[src/rtl/mem_access.sv]
// MEM pipeline stage: executes byte-serial loads/stores over a req/ready RAM port,
// stalling the pipeline until the access completes; other ops pass straight through.
module mem_access #(
  parameter int RAM_ADDR_W = 32
) (
  input  logic                  clk,
  input  logic                  rst,
  input  logic [4:0]            ex_reg_waddr,
  input  logic                  ex_we,
  input  logic [31:0]           ex_reg_wdata,
  input  logic [4:0]            ex_mem_op,
  input  logic [31:0]           ex_mem_addr,
  input  logic [31:0]           ex_mem_wdata,
  output logic [4:0]            mem_reg_waddr,
  output logic                  mem_we,
  output logic [31:0]           mem_reg_wdata,
  output logic                  stallreq,
  output logic                  ram_req,
  output logic                  ram_we,
  output logic [RAM_ADDR_W-1:0] ram_addr,
  output logic [7:0]            ram_wdata,
  input  logic [7:0]            ram_rdata,
  input  logic                  ram_ready
);

  typedef enum logic [1:0] {
    IDLE,
    ACCESS,
    DONE
  } state_t;

  state_t      state;
  state_t      state_nxt;
  logic [1:0]  idx;
  logic [31:0] load_buf;
  logic [31:0] load_result;

  logic [1:0]  op_kind;
  logic [1:0]  op_size;
  logic        op_unsigned;
  logic        is_load;
  logic        is_store;
  logic        is_mem;
  logic [1:0]  last_idx;
  logic [4:0]  bit_pos;

  // funct3[1:0] = 11 and op kind 11 are not memory accesses and take the bypass path
  always_comb begin
    op_kind     = ex_mem_op[4:3];
    op_size     = ex_mem_op[1:0];
    op_unsigned = ex_mem_op[2];
    is_load     = (op_kind == 2'b01) && (op_size != 2'b11);
    is_store    = (op_kind == 2'b10) && (op_size != 2'b11);
    is_mem      = is_load || is_store;
    last_idx    = (op_size == 2'b10) ? 2'd3 : op_size;
    bit_pos     = {idx, 3'b000};
  end

  always_ff @(posedge clk) begin
    if (rst) begin
      state <= IDLE;
    end else begin
      state <= state_nxt;
    end
  end

  always_comb begin
    state_nxt = state;
    case (state)
      IDLE: begin
        if (is_mem) begin
          state_nxt = ACCESS;
        end
      end
      ACCESS: begin
        if (ram_ready && (idx == last_idx)) begin
          state_nxt = DONE;
        end
      end
      DONE: begin
        state_nxt = IDLE;
      end
      default: begin
        state_nxt = IDLE;
      end
    endcase
  end

  // Buffer is cleared on the way into ACCESS so short loads never see stale upper bytes
  always_ff @(posedge clk) begin
    if (rst) begin
      idx      <= 2'd0;
      load_buf <= 32'd0;
    end else begin
      case (state)
        IDLE: begin
          if (is_mem) begin
            idx      <= 2'd0;
            load_buf <= 32'd0;
          end
        end
        ACCESS: begin
          if (ram_ready) begin
            if (is_load) begin
              load_buf[bit_pos +: 8] <= ram_rdata;
            end
            idx <= idx + 2'd1;
          end
        end
        default: begin
          idx <= idx;
        end
      endcase
    end
  end

  always_comb begin
    case (op_size)
      2'b00:   load_result = {{24{~op_unsigned & load_buf[7]}}, load_buf[7:0]};
      2'b01:   load_result = {{16{~op_unsigned & load_buf[15]}}, load_buf[15:0]};
      default: load_result = load_buf;
    endcase
  end

  always_comb begin
    mem_reg_waddr = ex_reg_waddr;
    mem_we        = ex_we;
    mem_reg_wdata = ex_reg_wdata;
    stallreq      = 1'b0;
    ram_req       = 1'b0;
    ram_we        = 1'b0;
    ram_addr      = '0;
    ram_wdata     = 8'd0;
    case (state)
      IDLE: begin
        stallreq = is_mem;
      end
      ACCESS: begin
        stallreq  = 1'b1;
        ram_req   = 1'b1;
        ram_we    = is_store;
        ram_addr  = ex_mem_addr[RAM_ADDR_W-1:0] + RAM_ADDR_W'(idx);
        ram_wdata = ex_mem_wdata[bit_pos +: 8];
      end
      DONE: begin
        if (is_load) begin
          mem_reg_wdata = load_result;
        end
      end
      default: begin
        stallreq = 1'b0;
      end
    endcase
  end

endmodule

[config.mk]
export PLATFORM = sky130hd
export DESIGN_NAME = mem_access
export DESIGN_NICKNAME = d
export VERILOG_FILES = /design/src/rtl/mem_access.sv
export SDC_FILE = /design/constraint.sdc
export NUM_CORES = 1
export LEC_CHECK = 0
export BUFFER_PORTS_ARGS = -buffer_cell sky130_fd_sc_hd__clkbuf_2
export CAP_MARGIN = 20
export CORE_UTILIZATION = 40
export CTS_CLUSTER_DIAMETER = 150
export DETAILED_ROUTE_END_ITERATION = 6
export PLACE_DENSITY_LB_ADDON = 0.2
export SYNTH_ARGS = -nofsm -noshare
export SYNTH_HDL_FRONTEND = slang
export SYNTH_SLANG_ARGS = --single-unit
[constraint.sdc]
create_clock -name clk -period 8 [get_ports clk]
set_input_delay 0.8 -clock clk [delete_from_list [all_inputs] [get_ports clk]]
set_output_delay 0.8 -clock clk [all_outputs]
set_load 0.03 [all_outputs]
==> summary.txt, run 1 <==
STA
  – RSZ-0062 raised after global routing: false
  – Final setup skew: 0.009491 ns
  – FMAX: 0.2366 GHz
  – Setup TNS: 0 ns
  – Slew at the pin with the worst max-slew slack: 0.9330 ns
  – Max Slew Vio Count: 0
  – Min Tclk post-route: 4.227 ns
  – Final hold vios: 0
  – Setup violators final: 0
  – Final Cycle Share: 52.83%
  – Rel. slew slack: 37.66%

Route
  – DR vias/cell: 5.723
  – Total number of vias: 4138
  – Residual DRC: 0
  – DR pass1 iterations: 5
  – WL/cell: 14.66 um
  – Total wire length: 10600 um
  – Routed Antenna Nets: 0
  – Iter 0 DRT Violations: 316

Yosys
  – Post-synth top area share: 21.35%
  – Number of synthesized register bits: 36
  – Synth cell types: 48
  – Synth Warn #: 0
  – Main synth FF type: dfxtp_1
  – Synth Instances: 464
  – EDFF count, synth: 0
  – Top-count cell post-synth: a21oi_1
  – Post-synthesis sequential area ratio: 21.35%
  – Synth top cells by count: a21oi_1 (73), nand2_1 (44), nand3_1 (40)
  – Post-Syn Area per Cell: 7.275 um2
  – Ranking of synthesized cells by area: dfxtp_1 (21%), a21oi_1 (11%), o211ai_1 (7.1%)
  – Net Count, Synth: 589
  – Yosys top cell by area: dfxtp_1
  – Syn Std Cell Area: 3376 um2
  – Ys async rst share: 0%

Placed design
  – Detailed placement HPWL: 8156 um
  – Port bufs: 186
  – Placer congestion estimate: 0.8173

Die
  – Row Count: 33
  – Die span in x: 93.87 um
  – Starting density of the core: 41.29%
  – CORE AREA: 8175 um2
  – # IOs: 199
  – Die ar.: 8811 um2
  – Height of the die: 93.87 um

Flow run
  – Max cap viols: 0

Power
  – Net Sw Power: 0.1971 mW
  – Seq pwr share: 36.1%
  – Net Sw Frac: 38.15%
  – Pleak: 1.848 nW
  – Internal Pwr Total: 0.3195 mW
  – Cell Pwr Density: 117.7 nW/um2
  – Clock power frac: 25.9%
  – Combinational share of power: 38.0%
  – VDD IR max: 0.00008359 V

Worst hold path
  – Tightest Hold Check Type: reg2reg
  – Worst hold start: load_buf[6]

Worst setup path
  – Crit end category: primary output
  – Reg2reg start: idx[0]
  – CP startpoint kind: register
  – Critical Path RT: 7.20 ns
  – Arrival time of the worst setup path: 3.43 ns
  – Worst-path fanout max: 19
  – Start point of the critical path: idx[0]
  – Crit path kind: reg2out

CTS
  – CTS buffer count: 5
  – Clk sinks: 36
  – Skew-Pair Late Insertion Delay: 0.29 ns
  – Clock Tree Buf Depth: 2
  – CTS HTree Levels: 2
  – Post-CTS Repair Setup Buffers: 0
  – Clk root buf: clkbuf_8
  – CTS tree: done
  – Post-CTS sizing: 0
  – Worst-path clk slew: 0.07 ns
  – Cts hold-fix bufs: 0

Global route
  – Global-route wire length before repair: 16680 um
  – Largest net degree at the start of global routing: 44
  – Gr usage total: 23.48%
  – Initial antenna violation count: 0
  – Remaining Overflow, GRT: 0
  – Number of global-route vias before repair: 3501

Outcome
  – Status: finished clean

Finish
  – Diode count: 0
  – Share of layout cells above drive strength 1: 36.08%
  – Filler instances: 831
  – Nets: 742
  – Final Util: 53.67%
  – Layout area overhead: 29.99%
  – Area of the multi-input gates: 2411 um2
  – Register area: 720.7 um2
==> placed cells by master, fill, tap and decap left out, drive strengths merged, types with 2 or more instances in the layout <==
master	Yosys	layout
mux2i	5	5
o211ai	32	32
nor4b	3	3
nand2	44	44
nor3b	2	2
nor2	15	15
o31ai	10	10
and2	11	11
and4	6	6
a21oi	73	73
xor2	5	5
inv	11	11
o311ai	2	2
or3	4	4
nor3	6	6
dfxtp	36	36
and3	6	6
nand3	41	41
mux2	8	8
buf	15	5
xnor2	5	5
nor4	8	8
clkbuf	31	195
or4	10	10
mux4	8	8
nand2b	5	5
ha	6	6
nand4	15	15
o21ai	31	31
==> power by group through the flow <==
| stage | logic (mW) | clock network (mW) | registers, mW |
|---|---|---|---|
| floorplan | 0.128 | 0 | 0.187 |
| global placement | 0.189 | 0 | 0.191 |
| detailed placement | 0.192 | 0 | 0.191 |
| CTS | 0.192 | 0.136 | 0.187 |
| global route | 0.212 | 0.144 | 0.187 |
| finish | 0.196 | 0.134 | 0.187 |
==> per-layer routing <==
metal / vias to the layer above / wire length, um / track usage (%)
met5: - / 0 / 0
met1: 1899 / 4473 / 30.30
met3: 13 / 778 / 3.236
met2: 174 / 5209 / 40.82
li1: 2052 / - / -
met4: 0 / 141 / 6.026
==> metrics by stage <==
step | cells | setup slack, ns | instance area (um2) | hold WS [ns] | total power, mW
after floorplan | 464 | 4.325 | 3376 | 0.4413 | 0.3155
after global placement | 713 | 4.142 | 4265 | 0.4526 | 0.3800
after detailed placement | 713 | 4.046 | 4265 | 0.4565 | 0.3826
after CTS | 721 | 3.729 | 4355 | 0.4667 | 0.5153
after global routing | 723 | 3.509 | 4388 | 0.4821 | 0.5433
final | 723 | 3.773 | 4388 | 0.4674 | 0.5166
==> logic make-up after synthesis <==
group	share of synthesized area [%]
compound gates	25.76
xor+xnor	2.594
buf+inv	7.487
mux	9.489
flops	21.35
simple gates	30.50
fa+ha+maj	2.817
==> registers in the layout (all words and copies together) (netlist names) <==
signal    count
idx           2
state         2
load_buf     32
==> worst max-delay path, stage by stage (launching register included) <==
cell,delay (ns)
dfxtp_1,0.91
ha_1,0.33
fa_1,0.23
nand2_1,0.15
or4_4,0.61
or4_1,0.53
a21oi_1,0.16
clkbuf_2,0.22
==> layout make-up <==
class	count	area share, %
multi-input cells	371	54.95
repair buffers	192	22.64
flip-flops and latches	36	16.42
inverters	11	0.9410
well taps	105	2.994
clock buffers	8	2.053
==> worst paths after layout <==
path,cells past startpoint,end,slack (ns)
worst max-delay path,7,ram_addr[26],3.77
worst min-delay path,2,load_buf[6],0.47
worst max register to register,6,load_buf[30],5.13
worst min register to register,2,load_buf[6],0.47
Note: power is estimated with default switching activity, not from simulation.
==> run 2, diff against run 1 <==
- ABC_AREA: not set -> 1
- clock period: 8 -> 3.95 ns (I/O delays scaled with it)
==> summary.txt, run 2 <==
Outcome
  – Status: finished clean

CTS
  – Post-CTS Repair Setup Buffers: 0 (unchanged)
  – Skew-Pair Late Insertion Delay: 0.29 ns (about the same)
  – CTS tree: done
  – CTS buffer count: 5 (unchanged)
  – Clk sinks: 36 (unchanged)
  – Clock Tree Buf Depth: 2 (unchanged)
  – CTS HTree Levels: 2 (unchanged)
  – Clk root buf: clkbuf_8
  – Cts hold-fix bufs: 0 (unchanged)
  – Post-CTS sizing: 0 (unchanged)
  – Worst-path clk slew: 0.07 ns (about the same)

Worst setup path
  – Crit path kind: reg2out
  – Arrival time of the worst setup path: 2.60 ns (-0.83 ns)
  – Crit end category: primary output
  – Flop-to-flop setup slack: 1.42 ns (-3.71 ns)
  – Cell mode on critical path: nand2_1
  – Worst-path fanout max: 29 (+10)
  – FF-to-FF End: load_buf[6]
  – Crit path cell chain: buf_4 > ha_1 > fa_1 > nand2_1 > nor2_1 > inv_1 > nor2_1 > nand2_1 > nand2_1 > nand2_1 > nor2_1 > clkbuf_2
  – R2R cell count: 8 (+2)
  – Critical Path RT: 3.56 ns (-3.64 ns)
  – CP max-delay cell: dfxtp_1
  – CP startpoint kind: register
  – Reg2reg start: idx[0]
  – Slowest Stage Delay on Critical Path: 0.31 ns (-0.60 ns)

Yosys
  – Top-count cell post-synth: nor2_1
  – Yosys top cell by area: dfxtp_1
  – Post-synthesis sequential area ratio: 19.08% (-2.3 points)
  – Main synth FF type: dfxtp_1
  – Post-Synth Adder-Cell Area: 2.517% (-0.30 points)
  – Synth Area in XOR/XNOR: 1.159% (-1.4 points)
  – Syn Std Cell Area: 3777 um2 (+12%)
  – Main combinational cell family by area after synthesis: simple AND/OR/NAND/NOR gates
  – Post-Synth Simple-Gate Area: 45.64% (+15 points)
  – Synth Warn #: 0 (unchanged)
  – Synth top cells by count: nor2_1 (191), nand2_1 (164), inv_1 (80)
  – EDFF count, synth: 0 (unchanged)
  – Number of synthesized register bits: 36 (unchanged)
  – Synth cell types: 33 (-31%)
  – Net Count, Synth: 833 (+41%)
  – Post-Syn Area per Cell: 5.335 um2 (-27%)
  – Synth Instances: 708 (+53%)
  – Ys async rst share: 0% (unchanged)
  – Multiplexer area fraction after synthesis: 0% (-9.5 points)
  – Synth Area in Compound Gates: 17.59% (-8.2 points)
  – Ranking of synthesized cells by area: dfxtp_1 (19%), nor2_1 (19%), nand2_1 (16%)
  – Post-synth top area share: 19.08% (-2.3 points)

STA
  – Max Slew Vio Count: 0 (unchanged)
  – Setup violators final: 0 (unchanged)
  – Min Tclk post-route: 2.991 ns
  – Setup ws final: 0.9585 ns (-2.815 ns)
  – Final Cycle Share: 75.73%
  – Setup TNS: 0 ns (unchanged)
  – Rel. slew slack: 40.57% (+2.9 points)
  – RSZ-0062 raised after global routing: false
  – Final hold vios: 0 (unchanged)
  – Slew at the pin with the worst max-slew slack: 0.8904 ns (-0.04261 ns)
  – FMAX: 0.3343 GHz
  – Final setup skew: 0.008247 ns (-0.001244 ns)

Finish
  – Most common cell after layout, fill and taps aside: nor2_1
  – Diode count: 0 (unchanged)
  – Top reg by flops: load_buf
  – Top Registers: load_buf: 32 flops, idx: 2 flops, state: 2 flops
  – Max FFs per register: 32 (unchanged)
  – Final Util: 51.31% (-2.4 points)
  – Layout area overhead: 24.91%
  – Share of layout cells above drive strength 1: 24.39% (-12 points)
  – Post-route insts no fill: 976 (+35%)
  – Nets: 990 (+33%)
  – Most frequent cells in the layout: nor2_1 (191), clkbuf_2 (186), nand2_1 (164)
  – Filler instances: 1044 (+26%)
  – Area of the multi-input gates: 2527 um2 (+4.8%)
  – Register area: 720.7 um2 (unchanged)

Die
  – Height of the die: 99.18 um (+5.7%)
  – # IOs: 199 (unchanged)
  – CORE AREA: 9196 um2 (+12%)
  – Die span in x: 99.18 um (+5.7%)
  – Row Count: 35 (+6.1%)
  – Starting density of the core: 41.07% (-0.22 points)
  – Die ar.: 9836 um2 (+12%)

Worst hold path
  – Hold EP: load_buf[0]
  – Tightest Hold Check Type: in2reg
  – Worst hold start: ram_rdata[0]
  – Hold Crit Depth: 3 (+1)

Global route
  – Number of global-route vias before repair: 4301 (+23%)
  – Global-route wire length before repair: 19280 um (+16%)
  – Initial antenna violation count: 0 (unchanged)
  – Remaining Overflow, GRT: 0 (unchanged)
  – Met2 global-route usage: 43.41% (+2.6 points)
  – Gr busiest metal: met2
  – Largest net degree at the start of global routing: 49 (+11%)
  – Met3 usage: 3.162% (-0.074 points)
  – Met1 Resource Use GR: 29.24% (-1.1 points)
  – Gr usage total: 24.02% (+0.54 points)

Power
  – VDD IR max: 0.0001309 V (+57%)
  – Internal Pwr Total: 0.7047 mW (+120%)
  – Design Power: 1.215 mW (+140%)
  – Combinational share of power: 44.3% (+6.3 points)
  – Cell Pwr Density: 257.6 nW/um2 (+120%)
  – Pleak: 2.510 nW (+36%)
  – Seq pwr share: 35.7% (-0.4 points)
  – Net Sw Frac: 42.01% (+3.9 points)
  – Clock power frac: 20.0% (-5.9 points)
  – Net Sw Power: 0.5106 mW (+160%)

Placed design
  – Placed cell count: 969 (+36%)
  – Placer congestion estimate: 0.9250 (+13%)
  – Pre-CTS setup slack: 1.122 ns (-2.923 ns)
  – Port bufs: 186 (unchanged)
  – Detailed placement HPWL: 9754 um (+20%)

Route
  – Total number of vias: 4892 (+18%)
  – Iter 0 DRT Violations: 287 (-9.2%)
  – Routed Antenna Nets: 0 (unchanged)
  – DR pass1 iterations: 5 (unchanged)
  – Residual DRC: 0 (unchanged)
  – WL/cell: 12.33 um (-16%)
  – Total wire length: 12030 um (+14%)
  – DR vias/cell: 5.012 (-12%)

Flow run
  – Max cap viols: 0 (unchanged)
run 2: changes by cell type after synthesis, moves of 12 or more:
cell	previous run	this run
nor2_1	15	191
nand2_1	44	164
inv_1	11	80
o211ai_1	32	1
clkbuf_1	31	10
nand4_1	15	1
nand3_1	40	27
nor3_1	6	19
o21ai_0	31	43
run 2: through the flow:
step	area, um2	hold slack [ns]
3_3_place_gp	4641	0.5000
6_report	4718	0.3863
5_1_grt	4718	0.3965
2_1_floorplan	3777	0.4641
3_5_place_dp	4641	0.5058
4_1_cts	4718	0.3809
run 2: worst max-delay path, delay by kind of cell, from the launching register on:
kind,cells,cell delay (ns)
buffers and inverters,3,0.63
flip-flops,1,0.31
adder cells (fa/ha/maj),2,0.45
AND/OR/NAND/NOR,7,0.92
run 2: worst max path at each step:
| stage | startpoint | to | cells after the start |
|---|---|---|---|
| floorplan | ex_mem_addr[0] | ram_addr[14] | 9 |
| global placement | ex_mem_op[1] | mem_reg_wdata[12] | 8 |
| detailed placement | ex_mem_op[1] | mem_reg_wdata[9] | 8 |
| CTS | idx[0] | ram_addr[28] | 12 |
| global route | idx[0] | ram_addr[28] | 12 |
| finish | idx[0] | ram_addr[28] | 12 |
run 2: cell type report:
| cell class | count | area share [%] |
|---|---|---|
| Multi-Input combinational cell | 552 | 53.57 |
| Timing Repair Buffer | 188 | 20.05 |
| Sequential cell | 36 | 15.27 |
| Inverter | 82 | 6.523 |
| Tap cell | 111 | 2.944 |
| Clock buffer | 6 | 1.538 |
| Clock inverter | 1 | 0.1061 |
run 2: per-layer routing:
metal | part of all wire, % | vias up
li1 | - | 2536
met5 | 0 | -
met2 | 48 | 230
met4 | 2.7 | 0
met3 | 7.4 | 28
met1 | 42 | 2098
run 2: logic make-up (layout without fill, tap and decap cells):
kind of cell / count (synthesis) / after routing
XOR/XNOR: 5 / 5
adder cells (fa/ha/maj): 7 / 7
buffers and inverters: 120 / 277
AO/OA/AOI/OAI: 123 / 123
flip-flops: 36 / 36
AND/OR/NAND/NOR: 417 / 417
run 2: power groups by stage:
stage / Sequential [mW] / Clock, mW / Combinational [mW]
finish: 0.434 / 0.244 / 0.538
global route: 0.438 / 0.268 / 0.606
CTS: 0.434 / 0.250 / 0.540
detailed placement: 0.442 / 0 / 0.537
global placement: 0.439 / 0 / 0.530
floorplan: 0.434 / 0 / 0.399
==> run 3, diff against run 2 <==
- clock period: 3.95 -> 2.43 ns (I/O delays scaled with it)
==> summary.txt, run 3 (synthesis results as in run 2) <==
Power
  – Combinational share of power: 43.6% (-0.7 points)
  – Net Sw Frac: 41.64% (-0.37 points)
  – Internal Pwr Total: 1.188 mW (+69%)
  – Clock power frac: 21.9% (+1.9 points)
  – Seq pwr share: 34.5% (-1.2 points)
  – Net Sw Power: 0.8475 mW (+66%)
  – VDD IR max: 0.0002189 V (+67%)
  – Cell Pwr Density: 421.3 nW/um2 (+64%)
  – Pleak: 2.553 nW (+1.7%)

CTS
  – CTS HTree Levels: 2 (unchanged)
  – Clk sinks: 36 (unchanged)
  – Skew-Pair Late Insertion Delay: 0.28 ns (about the same)
  – Clk root buf: clkbuf_8
  – Cts hold-fix bufs: 0 (unchanged)
  – CTS buffer count: 5 (unchanged)
  – CTS tree: done
  – Worst-path clk slew: 0.07 ns (about the same)
  – Clock Tree Buf Depth: 2 (unchanged)

Finish
  – Area of the multi-input gates: 2557 um2 (+1.2%)
  – Share of layout cells above drive strength 1: 26.32% (+1.9 points)
  – Most common cell after layout, fill and taps aside: nor2_1
  – Nets: 998 (+0.81%)
  – Diode count: 0 (unchanged)
  – Layout area overhead: 27.89%
  – Max FFs per register: 32 (unchanged)
  – Final instance area: 4831 um2 (+2.4%)
  – Top Registers: load_buf: 32 flops, idx: 2 flops, state: 2 flops
  – Most frequent cells in the layout: nor2_1 (187), clkbuf_2 (181), nand2_1 (162)
  – Filler instances: 1004 (-3.8%)
  – Final Util: 52.53% (+1.2 points)
  – Top reg by flops: load_buf
  – Register area: 721.9 um2 (+0.17%)

Worst setup path
  – Reg2reg start: idx[0]
  – CP startpoint kind: register
  – Flop-to-flop setup slack: 0.34 ns (-1.08 ns)
  – R2R cell count: 8 (unchanged)
  – Arrival time of the worst setup path: 2.05 ns (-0.55 ns)
  – Critical Path RT: 2.19 ns (-1.37 ns)
  – FF-to-FF End: load_buf[1]
  – Crit path kind: reg2out
  – Crit end category: primary output
  – Worst-path fanout max: 4 (-86%)

Worst hold path
  – Worst hold start: ram_ready
  – Hold EP: idx[0]
  – Hold Crit Depth: 3 (unchanged)
  – Tightest Hold Check Type: in2reg

Route
  – Residual DRC: 0 (unchanged)
  – DR vias/cell: 4.914 (-2.0%)
  – Iter 0 DRT Violations: 214 (-25%)
  – Routed Antenna Nets: 0 (unchanged)
  – Total wire length: 12370 um (+2.8%)
  – DR pass1 iterations: 5 (unchanged)
  – WL/cell: 12.56 um (+1.8%)
  – Total number of vias: 4840 (-1.1%)

Global route
  – Largest net degree at the start of global routing: 49 (unchanged)
  – Gr usage total: 23.93% (-0.090 points)
  – Global-route wire length before repair: 18950 um (-1.7%)
  – Remaining Overflow, GRT: 0 (unchanged)
  – Initial antenna violation count: 0 (unchanged)
  – Number of global-route vias before repair: 3987 (-7.3%)

STA
  – Slew at the pin with the worst max-slew slack: 0.8457 ns (-0.04467 ns)
  – Min Tclk post-route: 2.289 ns
  – Final setup skew: 0.005884 ns (-0.002363 ns)
  – Setup TNS: 0 ns (unchanged)
  – FMAX: 0.4369 GHz
  – Max Slew Vio Count: 0 (unchanged)
  – Final Cycle Share: 94.18%
  – Setup violators final: 0 (unchanged)
  – Final hold vios: 0 (unchanged)
  – Setup ws final: 0.1414 ns (-0.8171 ns)
  – RSZ-0062 raised after global routing: false
  – Rel. slew slack: 43.55% (+3.0 points)

Die
  – Die span in x: 99.18 um (unchanged)
  – Die ar.: 9836 um2 (unchanged)
  – CORE AREA: 9196 um2 (unchanged)
  – Starting density of the core: 41.07% (unchanged)
  – # IOs: 199 (unchanged)
  – Height of the die: 99.18 um (unchanged)
  – Row Count: 35 (unchanged)

Placed design
  – Port bufs: 186 (unchanged)
  – Post-DP Area: 4701 um2 (+1.3%)
  – Pre-CTS setup slack: 0.2591 ns (-0.8634 ns)
  – Placer congestion estimate: 0.9046 (-2.2%)
  – Detailed placement HPWL: 10220 um (+4.7%)

Flow run
  – Max cap viols: 0 (unchanged)

Outcome
  – Status: finished clean
-- run 3: cell types whose count changed in the layout (fill, tap and decap cells not counted), moves of 2 or more --
cell | previous run | this run
nor2_2 | 1 | 4
buf_2 | 0 | 3
nand2_1 | 164 | 162
nor2_1 | 191 | 187
clkbuf_2 | 186 | 181
nand2_2 | 2 | 4
buf_4 | 2 | 11
-- run 3: critical path, stage by stage (launching register included) --
cell and delay (ns):
dfxtp_2 0.35, ha_2 0.19, fa_2 0.21, nand2_2 0.08
nor2_2 0.17, inv_1 0.09, nor2_2 0.20, nand2_1 0.08
nand2_1 0.06, nand2_1 0.04, nor2_1 0.09, clkbuf_2 0.21
-- run 3: what timing repair did --
item                                    4_1_cts  5_1_grt
endpoints found under the setup margin        1       13
buffers inserted                              0        0
gates resized for setup                       3       16
-- run 3: area by class of cell --
cell class	count	share of cell area (%)
Multi-Input combinational cell	552	52.94
Timing Repair Buffer	196	20.93
Sequential cell	36	14.94
Inverter	82	6.371
Tap cell	111	2.875
Clock buffer	7	1.787
Clock inverter	1	0.1554
-- run 3: layer usage --
| layer | part of all wire [%] | track usage (%) | vias up |
|---|---|---|---|
| li1 | - | - | 2549 |
| met1 | 45 | 31.40 | 2086 |
| met2 | 47 | 42.01 | 195 |
| met3 | 6.6 | 2.952 | 10 |
| met4 | 1.1 | 5.430 | 0 |
| met5 | 0 | 0 | - |
-- run 3: metrics by stage --
step                      power, mW  instances  hold slack (ns)
after detailed placement      1.597        977           0.4862
after floorplan               1.354        708           0.3121
final                         2.035        985           0.2291
after CTS                     2.045        985           0.2302
after global placement        1.588        977           0.4862
after global routing          2.174        985           0.2437
-- run 3: worst max-delay path by stage --
stage                         startpoint           end  slack [ns]  cells past startpoint
after floorplan                   idx[0]  ram_addr[14]        0.32                      9
after global placement    ex_mem_addr[0]  ram_addr[22]        0.33                     13
after CTS                         idx[0]  ram_addr[22]        0.02                     12
final                             idx[0]  ram_addr[28]        0.14                     11
after global routing              idx[1]  ram_addr[25]        0.01                     12
after detailed placement          idx[0]  ram_addr[28]        0.26                     11
-- run 3: power groups by stage --
| stage | sequential, mW | clock [mW] | combinational [mW] |
|---|---|---|---|
| after floorplan | 0.705 | 0 | 0.649 |
| after global placement | 0.714 | 0 | 0.874 |
| after detailed placement | 0.715 | 0 | 0.882 |
| after CTS | 0.702 | 0.456 | 0.887 |
| after global routing | 0.711 | 0.472 | 0.991 |
| final | 0.701 | 0.447 | 0.887 |
